File: src/rtl/dram_controller.sv
// Fast-page-mode DRAM controller for one 16 MB, 32-bit SIMM bank.
// Sequences RAS/CAS with a row/column address mux, byte-lane write strobes and CAS-before-RAS refresh.
module dram_controller #(
  parameter int unsigned REFRESH_DIV   = 780,
  parameter int unsigned RP_CYCLES     = 2,
  parameter int unsigned RF_RAS_CYCLES = 3
) (
  input  logic        CLK,
  input  logic        RST_n,
  input  logic        CS_DRAM_n,
  input  logic        AS_n,
  input  logic        DS_n,
  input  logic        RW,
  input  logic [1:0]  SIZ,
  input  logic [23:0] A,
  output logic [10:0] MA,
  output logic        RAS_n,
  output logic [3:0]  CAS_n,
  output logic        WE_n,
  output logic        DSACK0_DRAM_n,
  output logic        DSACK1_DRAM_n
);

  localparam int unsigned RC_W    = (REFRESH_DIV > 1) ? $clog2(REFRESH_DIV) : 1;
  localparam int unsigned CNT_MAX = (RP_CYCLES > RF_RAS_CYCLES) ? RP_CYCLES : RF_RAS_CYCLES;
  localparam int unsigned CNT_W   = $clog2(CNT_MAX + 1);

  typedef enum logic [2:0] {
    S_IDLE, S_ROW, S_COL, S_CAS, S_HOLD, S_RF_CAS, S_RF_RAS, S_PRE
  } state_t;

  state_t           state_q, state_d;
  logic [CNT_W-1:0] cnt_q, cnt_d;
  logic [10:0]      ma_q, ma_d;
  logic             ras_q, ras_d;
  logic [3:0]       cas_q, cas_d;
  logic             we_q, we_d;
  logic             ack_q, ack_d;
  logic             go_pre;
  logic             rf_dec;

  logic [RC_W-1:0]  rc_q;
  logic [1:0]       rf_pending_q;
  logic             rf_tick;

  logic [2:0]       lane_first, lane_last;
  logic [3:0]       off_en;
  logic [3:0]       wr_cas_n;

  // Write byte lanes: offsets A[1:0] .. min(3, A[1:0]+n-1), n = SIZ with 00 meaning 4
  always_comb begin
    off_en     = '0;
    lane_first = {1'b0, A[1:0]};
    lane_last  = lane_first + ((SIZ == 2'b00) ? 3'd4 : {1'b0, SIZ}) - 3'd1;
    for (int k = 0; k < 4; k++) begin
      off_en[k] = (3'(k) >= lane_first) && (3'(k) <= lane_last);
    end
    wr_cas_n = ~{off_en[0], off_en[1], off_en[2], off_en[3]};
  end

  // Next-state and next-output logic
  always_comb begin
    state_d = state_q;
    cnt_d   = cnt_q;
    ma_d    = ma_q;
    ras_d   = ras_q;
    cas_d   = cas_q;
    we_d    = we_q;
    ack_d   = ack_q;
    go_pre  = 1'b0;
    rf_dec  = 1'b0;

    case (state_q)
      S_IDLE: begin
        if (rf_pending_q != 2'd0) begin
          state_d = S_RF_CAS;
        end else if (!CS_DRAM_n && !AS_n) begin
          ma_d    = A[23:13];
          state_d = S_ROW;
        end
      end
      S_ROW: begin
        if (AS_n) begin
          go_pre = 1'b1;
        end else begin
          ras_d   = 1'b0;
          state_d = S_COL;
        end
      end
      S_COL: begin
        if (AS_n) begin
          go_pre = 1'b1;
        end else begin
          ma_d    = A[12:2];
          we_d    = RW;
          state_d = S_CAS;
        end
      end
      S_CAS: begin
        if (AS_n) begin
          go_pre = 1'b1;
        end else if (RW || !DS_n) begin
          cas_d   = RW ? 4'b0000 : wr_cas_n;
          ack_d   = 1'b0;
          state_d = S_HOLD;
        end
      end
      S_HOLD: begin
        if (AS_n) go_pre = 1'b1;
      end
      S_RF_CAS: begin
        cas_d   = 4'b0000;
        we_d    = 1'b1;
        cnt_d   = '0;
        state_d = S_RF_RAS;
      end
      S_RF_RAS: begin
        if (cnt_q == CNT_W'(RF_RAS_CYCLES)) begin
          rf_dec = 1'b1;
          go_pre = 1'b1;
        end else begin
          ras_d = 1'b0;
          cnt_d = cnt_q + CNT_W'(1);
        end
      end
      S_PRE: begin
        if (cnt_q == CNT_W'(RP_CYCLES - 1)) begin
          state_d = S_IDLE;
        end else begin
          cnt_d = cnt_q + CNT_W'(1);
        end
      end
      default: state_d = S_IDLE;
    endcase

    // Every path into precharge releases all strobes and the acknowledge together
    if (go_pre) begin
      ras_d   = 1'b1;
      cas_d   = 4'b1111;
      we_d    = 1'b1;
      ack_d   = 1'b1;
      cnt_d   = '0;
      state_d = S_PRE;
    end
  end

  always_ff @(posedge CLK or negedge RST_n) begin
    if (!RST_n) begin
      state_q <= S_IDLE;
      cnt_q   <= '0;
      ma_q    <= '0;
      ras_q   <= 1'b1;
      cas_q   <= 4'b1111;
      we_q    <= 1'b1;
      ack_q   <= 1'b1;
    end else begin
      state_q <= state_d;
      cnt_q   <= cnt_d;
      ma_q    <= ma_d;
      ras_q   <= ras_d;
      cas_q   <= cas_d;
      we_q    <= we_d;
      ack_q   <= ack_d;
    end
  end

  assign rf_tick = (rc_q == RC_W'(REFRESH_DIV - 1));

  // Refresh interval counter and saturating backlog of owed refreshes
  always_ff @(posedge CLK or negedge RST_n) begin
    if (!RST_n) begin
      rc_q         <= '0;
      rf_pending_q <= 2'd0;
    end else begin
      rc_q <= rf_tick ? '0 : rc_q + RC_W'(1);
      case ({rf_tick, rf_dec})
        2'b10:   if (rf_pending_q != 2'd3) rf_pending_q <= rf_pending_q + 2'd1;
        2'b01:   rf_pending_q <= rf_pending_q - 2'd1;
        default: rf_pending_q <= rf_pending_q;
      endcase
    end
  end

  assign MA            = ma_q;
  assign RAS_n         = ras_q;
  assign CAS_n         = cas_q;
  assign WE_n          = we_q;
  assign DSACK0_DRAM_n = ack_q;
  assign DSACK1_DRAM_n = ack_q;

endmodule

File: config.mk
export PLATFORM = sky130hd
export DESIGN_NAME = dram_controller
export DESIGN_NICKNAME = d
export VERILOG_FILES = /design/src/rtl/dram_controller.sv
export SDC_FILE = /design/constraint.sdc
export NUM_CORES = 1
export LEC_CHECK = 0
export CAP_MARGIN = 0
export CORE_UTILIZATION = 49
export CTS_CLUSTER_DIAMETER = 60
export DETAILED_ROUTE_END_ITERATION = 16
export HOLD_SLACK_MARGIN = 0.02
export PLACE_DENSITY = 0.91
export REMOVE_ABC_BUFFERS = 1
export SYNTH_ARGS = -nofsm -noshare
export SYNTH_HDL_FRONTEND = slang
export SYNTH_SLANG_ARGS = --single-unit
File: constraint.sdc
create_clock -name CLK -period 2.4 [get_ports CLK]
set_input_delay 0.72 -clock CLK [delete_from_list [all_inputs] [get_ports CLK]]
set_output_delay 0.72 -clock CLK [all_outputs]
set_load 0.05 [all_outputs]
=== Yosys cells after proc, flatten, opt, wreduce, memory -nomap -nowiden ===
Cells that the tools add are included.

* Add/subtract/negate cells: 6
* Magnitude comparators: 7
* Equal/unequal tests: 26
* Muxes and demuxes: 41
* Bitwise operators: 1
* Reduce and logical (&&, ||, !) cells: 29

{| class="wikitable"
|+ Operators by type and width
! cell !! count
|-
| $mux W11 || 3
|-
| $mux W3 || 9
|-
| $pmux W11 S2 || 1
|-
| $ne A3 B3 Y1 const B || 7
|-
| $pmux W3 S6 || 1
|-
| $mux W4 || 4
|-
| $eq A3 B3 Y1 const B || 4
|-
| $mux W1 || 12
|-
| $reduce_and A3 Y1 || 4
|-
| $add A10 B1 Y10 const B || 1
|-
| $eq A10 B10 Y1 const B || 1
|-
| $mux W10 || 1
|-
| $ne A2 B2 Y1 const B || 5
|-
| $reduce_bool A2 Y1 || 5
|-
| $reduce_bool A3 Y1 || 3
|-
| $mux W2 || 4
|-
| $pmux W4 S2 || 1
|-
| $reduce_and A7 Y1 || 1
|-
| $reduce_bool A7 Y1 || 1
|-
| $eq A3 B2 Y1 const B || 2
|-
| $le A1 B3 Y1 const A || 2
|-
| $le A2 B3 Y1 const A || 2
|-
| $pmux W1 S2 || 3
|-
| $pmux W2 S3 || 1
|-
| other kinds (22) || 32
|}

* Flip-flop bits (word level): 35
* Input bits: 32
* Logic and storage cells: 119

=== Longest topological paths before layout ===
* Word-level depth: 12
* Depth in mapped cells: 8
* Gate-level depth less buffers: 8

=== Worst setup path before layout ===
Ideal clock, no wire load.

* Path type: input to register
* Start point: input A[1]
* End point: register cas_q[0], in the netlist CAS_n[0]
* Library setup time: 75 ps
* Arrival time: 1854 ps
* Data required time: 2325 ps
* Path slack: 471 ps
* Stages on the path: 8
* Buffers on the path: 0
* Cells stage by stage: inv_1 ha_1 inv_1 ha_1 xor2_1 xnor2_1 o211ai_1 a2bb2oi_1

* Longest elaborated chain between the ends: 9

{| class="wikitable"
|+ Ends and longest elaborated chain
! item !! line !! text
|-
| from (decl) || 15 || <nowiki>input logic [23:0] A,</nowiki>
|-
| $add A2 B3 Y3 || 54 || <nowiki>lane_last = lane_first + ((SIZ == 2'b00) ? 3'd4 : {1'b0, SIZ}) - 3'd1;</nowiki>
|-
| $sub A3 B1 Y3 || 54 ||
|-
| $le A2 B3 Y1 || 56 || <nowiki>off_en[k] = (3'(k) >= lane_first) && (3'(k) <= lane_last);</nowiki>
|-
| $not A4 Y4 || 58 || <nowiki>wr_cas_n = ~{off_en[0], off_en[1], off_en[2], off_en[3]};</nowiki>
|-
| $mux W4 || 103 || <nowiki>cas_d = RW ? 4'b0000 : wr_cas_n;</nowiki>
|-
| $mux W4 || 102 || <nowiki>end else if (RW || !DS_n) begin</nowiki>
|-
| $mux W4 || 100 || <nowiki>if (AS_n) begin</nowiki>
|-
| $pmux W4 S2 || 73 || <nowiki>case (state_q)</nowiki>
|-
| $mux W4 || 137 || <nowiki>if (go_pre) begin</nowiki>
|-
| to (signal assigned) || 161 || <nowiki>cas_q <= cas_d;</nowiki>
|-
| to (decl) || 36 || <nowiki>logic [3:0] cas_q, cas_d;</nowiki>
|}

No other way between the ends. The select of a mux whose other input is x is not followed.
A chain may end at the register's enable or synchronous reset.

=== Final worst setup path ===
* Start point: register ack_q, in the netlist DSACK0_DRAM_n
* End point: output DSACK0_DRAM_n

{| class="wikitable"
|+ RTL lines
! item !! line !! text
|-
| from (decl) || 38 || <nowiki>logic ack_q, ack_d;</nowiki>
|-
| from (signal assigned) || 163 || <nowiki>ack_q <= ack_d;</nowiki>
|-
| to (decl) || 20 || <nowiki>output logic DSACK0_DRAM_n,</nowiki>
|}

No word-level cell between the ends.

==> run metrics <==
post-synth top area share=34.7%; worst r2r src=rc_q[5]$_DFF_PN0_; Final HPWL DP=3310 um; Setup Viol. Count Final=0; EDFF count, synth=0; clock root cell=clkbuf_8; Core ar.=0.00380 sq mm; Main synth FF type=dfrtp_1; FF+latch count, synth=35; Worst Path Required=about 1.7 ns; FILL cells=280; PortBufs=50; leakage=1.14 nW; sequential share of the synthesized area=between 40% and 50%; Crit. End Element=output port; hold buffers post-CTS=0; CP Cell Sequence=clkdlybuf4s50_1; Nets=303; RD Place Congestion=0.846; status=complete, no violations; Mapped Area=0.00202 sq mm; ANT cells=0; Worst-Margin Slew=0.676 ns; Critical path origin=DSACK0_DRAM_n$_DFFE_PN1P_; clk sinks=35; cell taking the most area after synthesis=dfrtp_1; top cells by area, synth=dfrtp_1, dfstp_2, mux2i_1; fmax=between 400 and 500 MHz; DRC=0; first-pass GRT wire length=8040 um; initial antenna violation count=0; CP peak stage delay=roughly 0.80 ns; crit path buf inv count=1; post-route setup slack=around 0.036 ns; Die Wd=between 60 and 70 um; drt pass-1 iters=4; DR WL met2=2310 um; Crit path max-delay family=buffers and inverters; Max-Cap Viols=0; Final min period=between 2 and 2.5 ns; largest net degree at the start of global routing=36; maximum fanout along the worst path=3; layout cell share with drive strength beyond 1=12.8%; startpoint types=register; clock slew at reported path FFs=0.08 ns; met3 WL=362 um; gr ovfl total=0; hold_sp=MA[0]$_DFFE_PN0P_; Synth Instances=210; critical setup path kind=register to output port; Vias=1,811; Finished Cell Area=between 0.002 and 0.003 sq mm; Power Total=3.21 mW; Starting Density=53.1%; wire length on met1=2050 um; via/cell ratio=roughly 5.8; skew final=0.00824 ns; Distinct cells, synth=51; pre-CTS setup slack=-0.184 ns; RSZ-0062 raised after global routing=false; Slew headroom=between 50% and 60%; Num CTS Buffers=5; CTS tree=yes; placed cell areas=0.00259 sq mm; final wirelength=approximately 4800 um; Ports=51; fin crit share=just under 100%; synth-to-layout area growth=32.7%; setup tns final=0 ns; Clock Tree Buf Depth=2; vias in the first global route=roughly 1,800; DRT iter0 DRCs=between 150 and 200; die area=0.00438 sq mm; Slew Limit Fails=0; floorplan row count=22; ANT nets after route=0; asr flop ratio synth=100%; highest ir drop seen on vdd=0.871 mV; H-tree depth=2; Worst R2R Setup Slack=0.38 ns; chip height=66.2 um; synth warn=0; Hold Fails Final Rpt=0; PwrDens=1200 mW/mm^2; CP max-delay cell=clkdlybuf4s50_1; Hold Path Class=register to register; Routed wire per std cell=15.3 um; Clk Latency, worst-skew pair=0.30 ns; All-Layer GR Usage=24.6%; Top Metal Used=met4; worst endpoint data arrival time=between 1.5 and 2 ns; syn_area_per_cell=9.60 sq um
[cells in the final DEF, fill, tap and decap left out, types with 2 or more instances in the layout]
cell	netlist	final
a21o_1	2	2
nor2_1	14	14
o211ai_1	3	3
a211oi_1	2	2
mux2i_1	14	14
inv_1	11	11
a2bb2oi_1	2	2
dfrtp_1	28	28
nand4b_1	2	2
o22ai_1	2	2
o21ai_0	18	18
nand3_1	10	10
dfstp_2	7	7
xnor2_1	5	5
a221o_1	2	2
nand2_1	23	23
clkdlybuf4s50_1	0	46
clkbuf_8	0	5
xor2_1	5	5
buf_4	1	13
a21oi_1	3	3
nand2b_1	7	7
a22oi_1	3	3
ha_1	6	6
nor3_1	5	4
[state kept, by name (all words and copies together) (netlist names)]
| register | flops |
|---|---|
| CAS_n | 4 |
| RAS_n | 1 |
| WE_n | 1 |
| MA | 11 |
| DSACK0_DRAM_n | 1 |
| rc_q | 10 |
| cnt_q | 2 |
| state_q | 3 |
| rf_pending_q | 2 |
[what timing repair did]
item                                    4_1_cts  5_1_grt
resized for setup                             0        1
endpoints found under the setup margin        0        1
endpoints found under the hold margin         0        0
buffers inserted                              0        0
[cell usage after synthesis, types with 2 or more instances]
cell type   n
xnor2_1     5
nand4b_1    2
a2bb2oi_1   2
clkbuf_1    5
xor2_1      5
nand2_1    23
ha_1        6
a221o_1     2
o211ai_1    3
buf_2       4
a211oi_1    2
nor3_1      5
mux2i_1    14
nand2b_1    7
dfstp_2     7
nand3_1    10
a21oi_1     3
nor2_1     14
a22oi_1     3
o22ai_1     2
a21o_1      2
dfrtp_1    28
o21ai_0    18
inv_1      11
[worst paths after layout]
check	endpoint	cells after the start
worst min-delay path	MA[0]$_DFFE_PN0P_	2
worst max register to register	rf_pending_q[0]$_DFFE_PN0P_	4
max in group asynchronous	CAS_n[3]$_DFFE_PN1P_	2
min in group asynchronous	rf_pending_q[1]$_DFFE_PN0P_	2
worst max-delay path	DSACK0_DRAM_n	1
worst min register to register	MA[0]$_DFFE_PN0P_	2
[cell families (layout without fill, tap and decap cells)]
group,after synthesis,count (layout),share of synthesized area [%]
AND/OR/NAND/NOR,71,71,18.4
AO/OA/AOI/OAI,49,49,16.9
flip-flops,35,35,43.9
buffers and inverters,24,80,5.27
multiplexers,15,15,7.51
XOR/XNOR,10,10,4.34
adder cells (fa/ha/maj),6,6,3.72
[cell type report]
class | instances | area [sq um] | share of cell area [%]
clock buffer | 6 | 72.6 | 2.71
clock inverter | 2 | 12.5 | 0.468
inverter | 12 | 45.0 | 1.68
multi-input combinational | 151 | 1030 | 38.5
sequential | 35 | 885 | 33.1
tap | 48 | 60.1 | 2.24
timing repair buffer | 60 | 571 | 21.3
[power by group]
group / total, mW / switching (mW) / internal, mW
Combinational: 1.73 / 1.06 / 0.662
Clock: 0.437 / 0.234 / 0.203
Sequential: 1.04 / 0.216 / 0.827
[per-stage QoR]
| step | hold slack (ns) | utilization [%] | std cells |
|---|---|---|---|
| finish | 0.488 | 70.5 | 314 |
| global route | 0.499 | 70.5 | 314 |
| CTS | 0.489 | 70.4 | 314 |
| detailed placement | 0.473 | 68.1 | 306 |
| global placement | 0.460 | 68.1 | 306 |
| floorplan | 0.424 | - | 198 |
[metal layers]
layer  track usage, %  up-vias
met5                0        -
met4             10.9        0
met3             6.90       11
met2             37.5       77
met1             32.2      864
li1                 -      859
Power figures use the tool's default switching activity.
